File: config.mk
export PLATFORM = sky130hd
export DESIGN_NAME = ipv4_arp_lut_requester
export DESIGN_NICKNAME = d
export VERILOG_FILES = /design/src/rtl/ipv4_arp_lut_requester.sv
export SDC_FILE = /design/constraint.sdc
export NUM_CORES = 1
export LEC_CHECK = 0
export ABC_AREA = 1
export BUFFER_PORTS_ARGS = -buffer_cell sky130_fd_sc_hd__buf_2
export CAP_MARGIN = 20
export CORE_UTILIZATION = 30
export CTS_BUF_LIST = sky130_fd_sc_hd__clkbuf_2 sky130_fd_sc_hd__clkbuf_4 sky130_fd_sc_hd__clkbuf_8
export DETAILED_ROUTE_END_ITERATION = 10
export PLACE_DENSITY = 0.49
export SYNTH_ARGS = -nofsm -noshare
export SYNTH_HDL_FRONTEND = slang
export SYNTH_SLANG_ARGS = --single-unit
export TNS_END_PERCENT = 50
File: constraint.sdc
create_clock -name clk -period 2.8 [get_ports clk]
set_input_delay 0.56 -clock clk [delete_from_list [all_inputs] [get_ports clk]]
set_output_delay 0.56 -clock clk [all_outputs]
set_load 0.01 [all_outputs]
File: src/rtl/ipv4_arp_lut_requester.sv
// ARP table lookup client: issues lookup strobes for next-hop addresses and returns
// {found, MAC, tag, next hop} downstream in request order with bounded outstanding lookups.
module ipv4_arp_lut_requester #(
   parameter int MAC_WIDTH       = 48,
   parameter int TAG_WIDTH       = 8,
   parameter int MAX_OUTSTANDING = 4,
   parameter int CNT_WIDTH       = 32
) (
   input  logic                 clk,
   input  logic                 resetn,
   input  logic                 i_req_valid,
   output logic                 o_req_ready,
   input  logic [31:0]          i_req_nh,
   input  logic [TAG_WIDTH-1:0] i_req_tag,
   output logic                 o_lut_daddr_valid,
   output logic [31:0]          o_lut_daddr,
   input  logic                 i_lut_valid,
   input  logic                 i_lut_found,
   input  logic [MAC_WIDTH-1:0] i_lut_eth_addr,
   output logic                 o_lut_rd,
   output logic                 o_rsp_valid,
   input  logic                 i_rsp_ready,
   output logic                 o_rsp_found,
   output logic [MAC_WIDTH-1:0] o_rsp_eth_addr,
   output logic [TAG_WIDTH-1:0] o_rsp_tag,
   output logic [31:0]          o_rsp_nh,
   output logic [CNT_WIDTH-1:0] o_lookup_cnt,
   output logic [CNT_WIDTH-1:0] o_miss_cnt,
   output logic                 o_err
);

   localparam int OW = $clog2(MAX_OUTSTANDING + 1);
   localparam int PW = (MAX_OUTSTANDING > 1) ? $clog2(MAX_OUTSTANDING) : 1;
   localparam int EW = 32 + TAG_WIDTH;
   localparam logic [OW-1:0] MAX_O = OW'(MAX_OUTSTANDING);

   function automatic logic [CNT_WIDTH-1:0] sat_inc(input logic [CNT_WIDTH-1:0] c);
      return (&c) ? c : c + CNT_WIDTH'(1);
   endfunction

   function automatic logic [PW-1:0] next_ptr(input logic [PW-1:0] p);
      return (p == PW'(MAX_OUTSTANDING - 1)) ? '0 : p + PW'(1);
   endfunction

   logic [OW-1:0]        outstanding_p0;
   logic [OW-1:0]        outstanding_nxt;
   logic                 req_ready_p0;
   logic [PW-1:0]        wr_ptr_p0;
   logic [PW-1:0]        rd_ptr_p0;
   logic [EW-1:0]        fifo_mem [MAX_OUTSTANDING];
   logic [EW-1:0]        fifo_head;

   logic                 daddr_vld_p1;
   logic [31:0]          daddr_p1;

   logic                 rsp_vld_p1;
   logic                 rsp_found_p1;
   logic [MAC_WIDTH-1:0] rsp_mac_p1;
   logic [TAG_WIDTH-1:0] rsp_tag_p1;
   logic [31:0]          rsp_nh_p1;

   logic [CNT_WIDTH-1:0] lookup_cnt;
   logic [CNT_WIDTH-1:0] miss_cnt;
   logic                 err_q;

   logic                 accept;
   logic                 orphan;
   logic                 lut_rd;
   logic                 lut_load;
   logic                 rsp_xfer;

   // The tag FIFO holds exactly one entry per outstanding lookup, so its
   // occupancy is the outstanding count and no separate fill level is kept.
   assign accept    = i_req_valid && req_ready_p0;
   assign orphan    = (outstanding_p0 == '0);
   assign rsp_xfer  = rsp_vld_p1 && i_rsp_ready;
   assign lut_rd    = i_lut_valid && (!rsp_vld_p1 || i_rsp_ready);
   assign lut_load  = lut_rd && !orphan;
   assign fifo_head = fifo_mem[rd_ptr_p0];

   always_comb begin
      outstanding_nxt = outstanding_p0;
      case ({accept, lut_load})
         2'b10:   outstanding_nxt = outstanding_p0 + OW'(1);
         2'b01:   outstanding_nxt = outstanding_p0 - OW'(1);
         default: outstanding_nxt = outstanding_p0;
      endcase
   end

   // ---- p0: request acceptance and tag FIFO ----
   always_ff @(posedge clk or negedge resetn) begin
      if (!resetn) begin
         outstanding_p0 <= '0;
         req_ready_p0   <= 1'b0;
         wr_ptr_p0      <= '0;
         rd_ptr_p0      <= '0;
      end else begin
         outstanding_p0 <= outstanding_nxt;
         req_ready_p0   <= (outstanding_nxt < MAX_O);
         if (accept)
            wr_ptr_p0 <= next_ptr(wr_ptr_p0);
         if (lut_load)
            rd_ptr_p0 <= next_ptr(rd_ptr_p0);
      end
   end

   always_ff @(posedge clk) begin
      if (accept)
         fifo_mem[wr_ptr_p0] <= {i_req_nh, i_req_tag};
   end

   // ---- p1: lookup strobe toward the ARP table ----
   always_ff @(posedge clk or negedge resetn) begin
      if (!resetn) begin
         daddr_vld_p1 <= 1'b0;
         daddr_p1     <= '0;
      end else begin
         daddr_vld_p1 <= accept;
         if (accept)
            daddr_p1 <= i_req_nh;
      end
   end

   // ---- p1: response register, reloaded in the same cycle it drains ----
   always_ff @(posedge clk or negedge resetn) begin
      if (!resetn) begin
         rsp_vld_p1   <= 1'b0;
         rsp_found_p1 <= 1'b0;
         rsp_mac_p1   <= '0;
         rsp_tag_p1   <= '0;
         rsp_nh_p1    <= '0;
      end else if (lut_load) begin
         rsp_vld_p1   <= 1'b1;
         rsp_found_p1 <= i_lut_found;
         rsp_mac_p1   <= i_lut_eth_addr;
         rsp_tag_p1   <= fifo_head[TAG_WIDTH-1:0];
         rsp_nh_p1    <= fifo_head[EW-1:TAG_WIDTH];
      end else if (rsp_xfer) begin
         rsp_vld_p1   <= 1'b0;
      end
   end

   // ---- statistics and sticky error ----
   always_ff @(posedge clk or negedge resetn) begin
      if (!resetn) begin
         lookup_cnt <= '0;
         miss_cnt   <= '0;
         err_q      <= 1'b0;
      end else begin
         if (rsp_xfer)
            lookup_cnt <= sat_inc(lookup_cnt);
         if (rsp_xfer && !rsp_found_p1)
            miss_cnt <= sat_inc(miss_cnt);
         if (lut_rd && orphan)
            err_q <= 1'b1;
      end
   end

   assign o_req_ready       = req_ready_p0;
   assign o_lut_daddr_valid = daddr_vld_p1;
   assign o_lut_daddr       = daddr_p1;
   assign o_lut_rd          = lut_rd;
   assign o_rsp_valid       = rsp_vld_p1;
   assign o_rsp_found       = rsp_found_p1;
   assign o_rsp_eth_addr    = rsp_mac_p1;
   assign o_rsp_tag         = rsp_tag_p1;
   assign o_rsp_nh          = rsp_nh_p1;
   assign o_lookup_cnt      = lookup_cnt;
   assign o_miss_cnt        = miss_cnt;
   assign o_err             = err_q;

endmodule

==> summary.md <==
| Metric | Value |
|---|---|
| WP buf/inv | `1` |
| Power density cells | `about 930 nW/um^2` |
| Gr usage total | `16.2%` |
| Max-cap violations | `0` |
| Fmax | `approximately 480 MHz` |
| Seq cells post-synth | `356` |
| Sequential cell area | `between 9000 and 10000 sq um` |
| Mapped cell area | `15300 sq um` |
| Final Worst Setup Slack | `~700 ps` |
| Final Skew | `about 36 ps` |
| CP cell instances | `ha_1 -> inv_1 -> nor2_4 -> nand2_1 -> nor2_2 -> nand3b_2 -> nand2_2 -> nand2_1 -> nand2_1` |
| Clock-pin slew on the worst setup and hold paths | `~60 ps` |
| Final #Nets | `about 2100` |
| Row cnt | `82` |
| Count of final setup violators | `0` |
| Number of flops mapped to enable cells by yosys | `160` |
| WL per Instance | `15.4 um` |
| Leakage power | `8.49 nW` |
| Placement Cell Area | `17500 sq um` |
| Slew headroom | `38.9%` |
| GPL Wtd Cong | `about 0.86` |
| DP HPWL | `26900 um` |
| CP Capture Type | `flip-flop` |
| Ys async rst share | `a little under three fifths` |
| Height of the die | `about 230 um` |
| Worst slew pin tran | `914 ps` |
| Fin crit period | `~2100 ps` |
| Most frequent CP cell | `nand2_1` |
| Area occupied by multi-input gates | `5020 sq um` |
| Crit-path leading delay family | `simple AND/OR/NAND/NOR gates` |
| WP data arrival | `2640 ps` |
| Grt total ovfl | `0` |
| Share of layout cells above drive strength 1 | `22.7%` |
| Hold slack final | `between 100 and 150 ps` |
| WP data required | `3340 ps` |
| First-pass GRT wire length | `64500 um` |
| Hold Crit Class | `input pin to flip-flop` |
| Status | `finished, final reports clean` |
| Fin area | `19000 sq um` |
| Filler cells | `5098` |
| Syn Area/Cell | `9.23 sq um` |
| Setup TNS | `0 ps` |
| Ys flop type | `dfrtp_1` |
| Vias post-DR | `11900` |
| CTS tree | `done` |
| Total chip power | `0.0176 W` |
| Synthesized instance count | `1652` |
| Clock Path Buffers | `3` |
| Root Buffer | `clkbuf_8` |
| Worst slack at placement | `556 ps` |
| DIE AREA | `51800 sq um` |
| # H-tree levels | `3` |
| # resized after CTS | `0` |
| Clk sinks | `356` |
| Period utilization | `between 70% and 80%` |
| Sequential area share after synthesis | `a little under two thirds` |
| Synth cell types | `32` |
| Core ar. | `between 50000 and 60000 sq um` |
| Starting Density | `30.4%` |
| DR pass1 iterations | `5` |
| Post-route DRC | `0` |
| # port buffers | `283` |
| Antenna violations before repair | `2` |
| Area Overhead vs Synth | `24.2%` |
| Via/cell ratio | `4.45` |
| Boundary pin count | `284` |
| Antenna viol nets, final | `0` |
| Largest net degree at the start of global routing | `between 100 and 150` |
| Final Hold Viols | `0` |
| Final Slew Violations | `0` |
| RSZ-0062 raised after global routing | `false` |
| VDD IR-drop max | `0.440 mV` |
| Crit-path slowest cell | `nand2_2` |
| Clk_lat worst skew | `~630 ps` |
| Startpoint Class | `flip-flop` |
| Syn nets | `around 1800` |
| CP Class | `flip-flop to flip-flop` |
| Critical path's largest stage delay | `~480 ps` |
| Syn. warnings | `0` |
| DRT Wirelength | `41400 um` |
| CP Max Fanout | `30` |
| CTS buffer count | `between 60 and 70` |
| Vias in the first global route | `11700` |
| Die X | `228 um` |
| 1st-iter DRT viols | `between 700 and 800` |
| Diodes inserted | `0` |
## area by class of cell
class	instances	share of cell area [%]
clock buffer	102	6.88
clock inverter	14	0.588
inverter	67	1.34
multi-input combinational	1166	26.5
sequential	356	51.2
tap	672	4.44
timing repair buffer	309	9.03
## layer usage
metal  share of wire (%)  routed length, um  up-vias  track usage (%)
met4                 1.9                771        4             5.80
met2                  47              19400      289             26.3
met3                 6.5               2700       59             4.39
met1                  45              18500     5651             20.6
li1                    -                  -     5942                -
met5               0.063                 26        -                0
## Yosys cell counts (2+ instances only)
master,n,area share [%]
nand2_1,612,15
nor2_1,312,7.7
dfrtp_1,196,32
edfxtp_1,160,31
o21ai_0,81,2.7
inv_1,63,1.6
a31oi_1,40,1.6
nand3_1,34,1.1
clkbuf_1,31,0.76
buf_2,14,0.46
o21ai_1,12,0.39
nand2_2,11,0.45
xor2_1,11,0.63
buf_1,10,0.25
nand3b_1,10,0.49
xnor2_1,9,0.52
ha_1,8,0.66
buf_6,6,0.44
nand4_1,6,0.25
inv_2,4,0.098
nor2_2,4,0.16
nor2_4,4,0.30
nor3_1,4,0.13
a21oi_1,2,0.066
## where the power goes
part | switching, W | internal [W]
Sequential | 0.000722 | 0.00674
Clock | 0.00221 | 0.00306
Combinational | 0.00318 | 0.00173
Total | 0.00611 | 0.0115
## per-stage QoR
step,utilization (%),cells
6_report,37.8,2686
5_1_grt,37.8,2686
4_1_cts,37.8,2686
3_5_place_dp,34.9,2569
3_3_place_gp,34.9,2569
2_1_floorplan,-,1652
## layout by cell type (no fill, tap or decap), drive strengths merged, types with 2 or more instances in the layout
master and count:
a21oi 2, a31oi 40, buf 308, clkbuf 102, clkinv 10, dfrtp 196, edfxtp 160, ha 8
inv 69, nand2 624, nand3 34, nand3b 11, nand4 6, nor2 320, nor3 4, o21ai 93
xnor2 9, xor2 11
## registers in the layout, summed over array words and instances, names as in the netlist, named ones only
| signal | cells |
|---|---|
| fifo_mem | 160 |
| o_err | 1 |
| o_lookup_cnt | 32 |
| o_lut_daddr | 32 |
| o_lut_daddr_valid | 1 |
| o_miss_cnt | 32 |
| o_req_ready | 1 |
| o_rsp_eth_addr | 48 |
| o_rsp_found | 1 |
| o_rsp_nh | 32 |
| o_rsp_tag | 8 |
| o_rsp_valid | 1 |
| outstanding_p0 | 2 |
| rd_ptr_p0 | 2 |
| wr_ptr_p0 | 2 |
## cells by family (layout without fill, tap and decap cells)
family                   Yosys count  in the layout  synth area share [%]
adder cells (fa/ha/maj)            9              9                 0.787
flip-flops                       356            356                  63.6
AND/OR/NAND/NOR                  999            999                  25.8
multiplexers                       1              1                0.0738
buffers and inverters            130            492                  3.71
XOR/XNOR                          20             20                  1.15
AO/OA/AOI/OAI                    137            137                  4.86
## final timing paths
check | start | endpoint | slack (ps) | depth (start not counted)
min in group asynchronous | resetn | o_lookup_cnt[14] | 500 | 2
max | o_miss_cnt[0] | o_miss_cnt[10] | 700 | 9
min | i_lut_eth_addr[19] | o_rsp_eth_addr[19] | 130 | 3
min reg2reg | o_rsp_eth_addr[24] | o_rsp_eth_addr[24] | 470 | 2
max in group asynchronous | resetn | o_lut_daddr[3] | 1470 | 3
max reg2reg | o_miss_cnt[0] | o_miss_cnt[10] | 700 | 9
## worst reg2reg max path, cell delays in order (launching register included)
cell and delay, ps:
dfrtp_1 440, ha_1 260, inv_1 110, nor2_4 200, nand2_1 90, nor2_2 140, nand3b_2 110, nand2_2 480
nand2_1 120, nand2_1 90
## repair_timing
item	in CTS	in global routing
buffers inserted	0	0
hold buffers	1	0
endpoints found under the hold margin	66	0
Power figures use the tool's default switching activity.
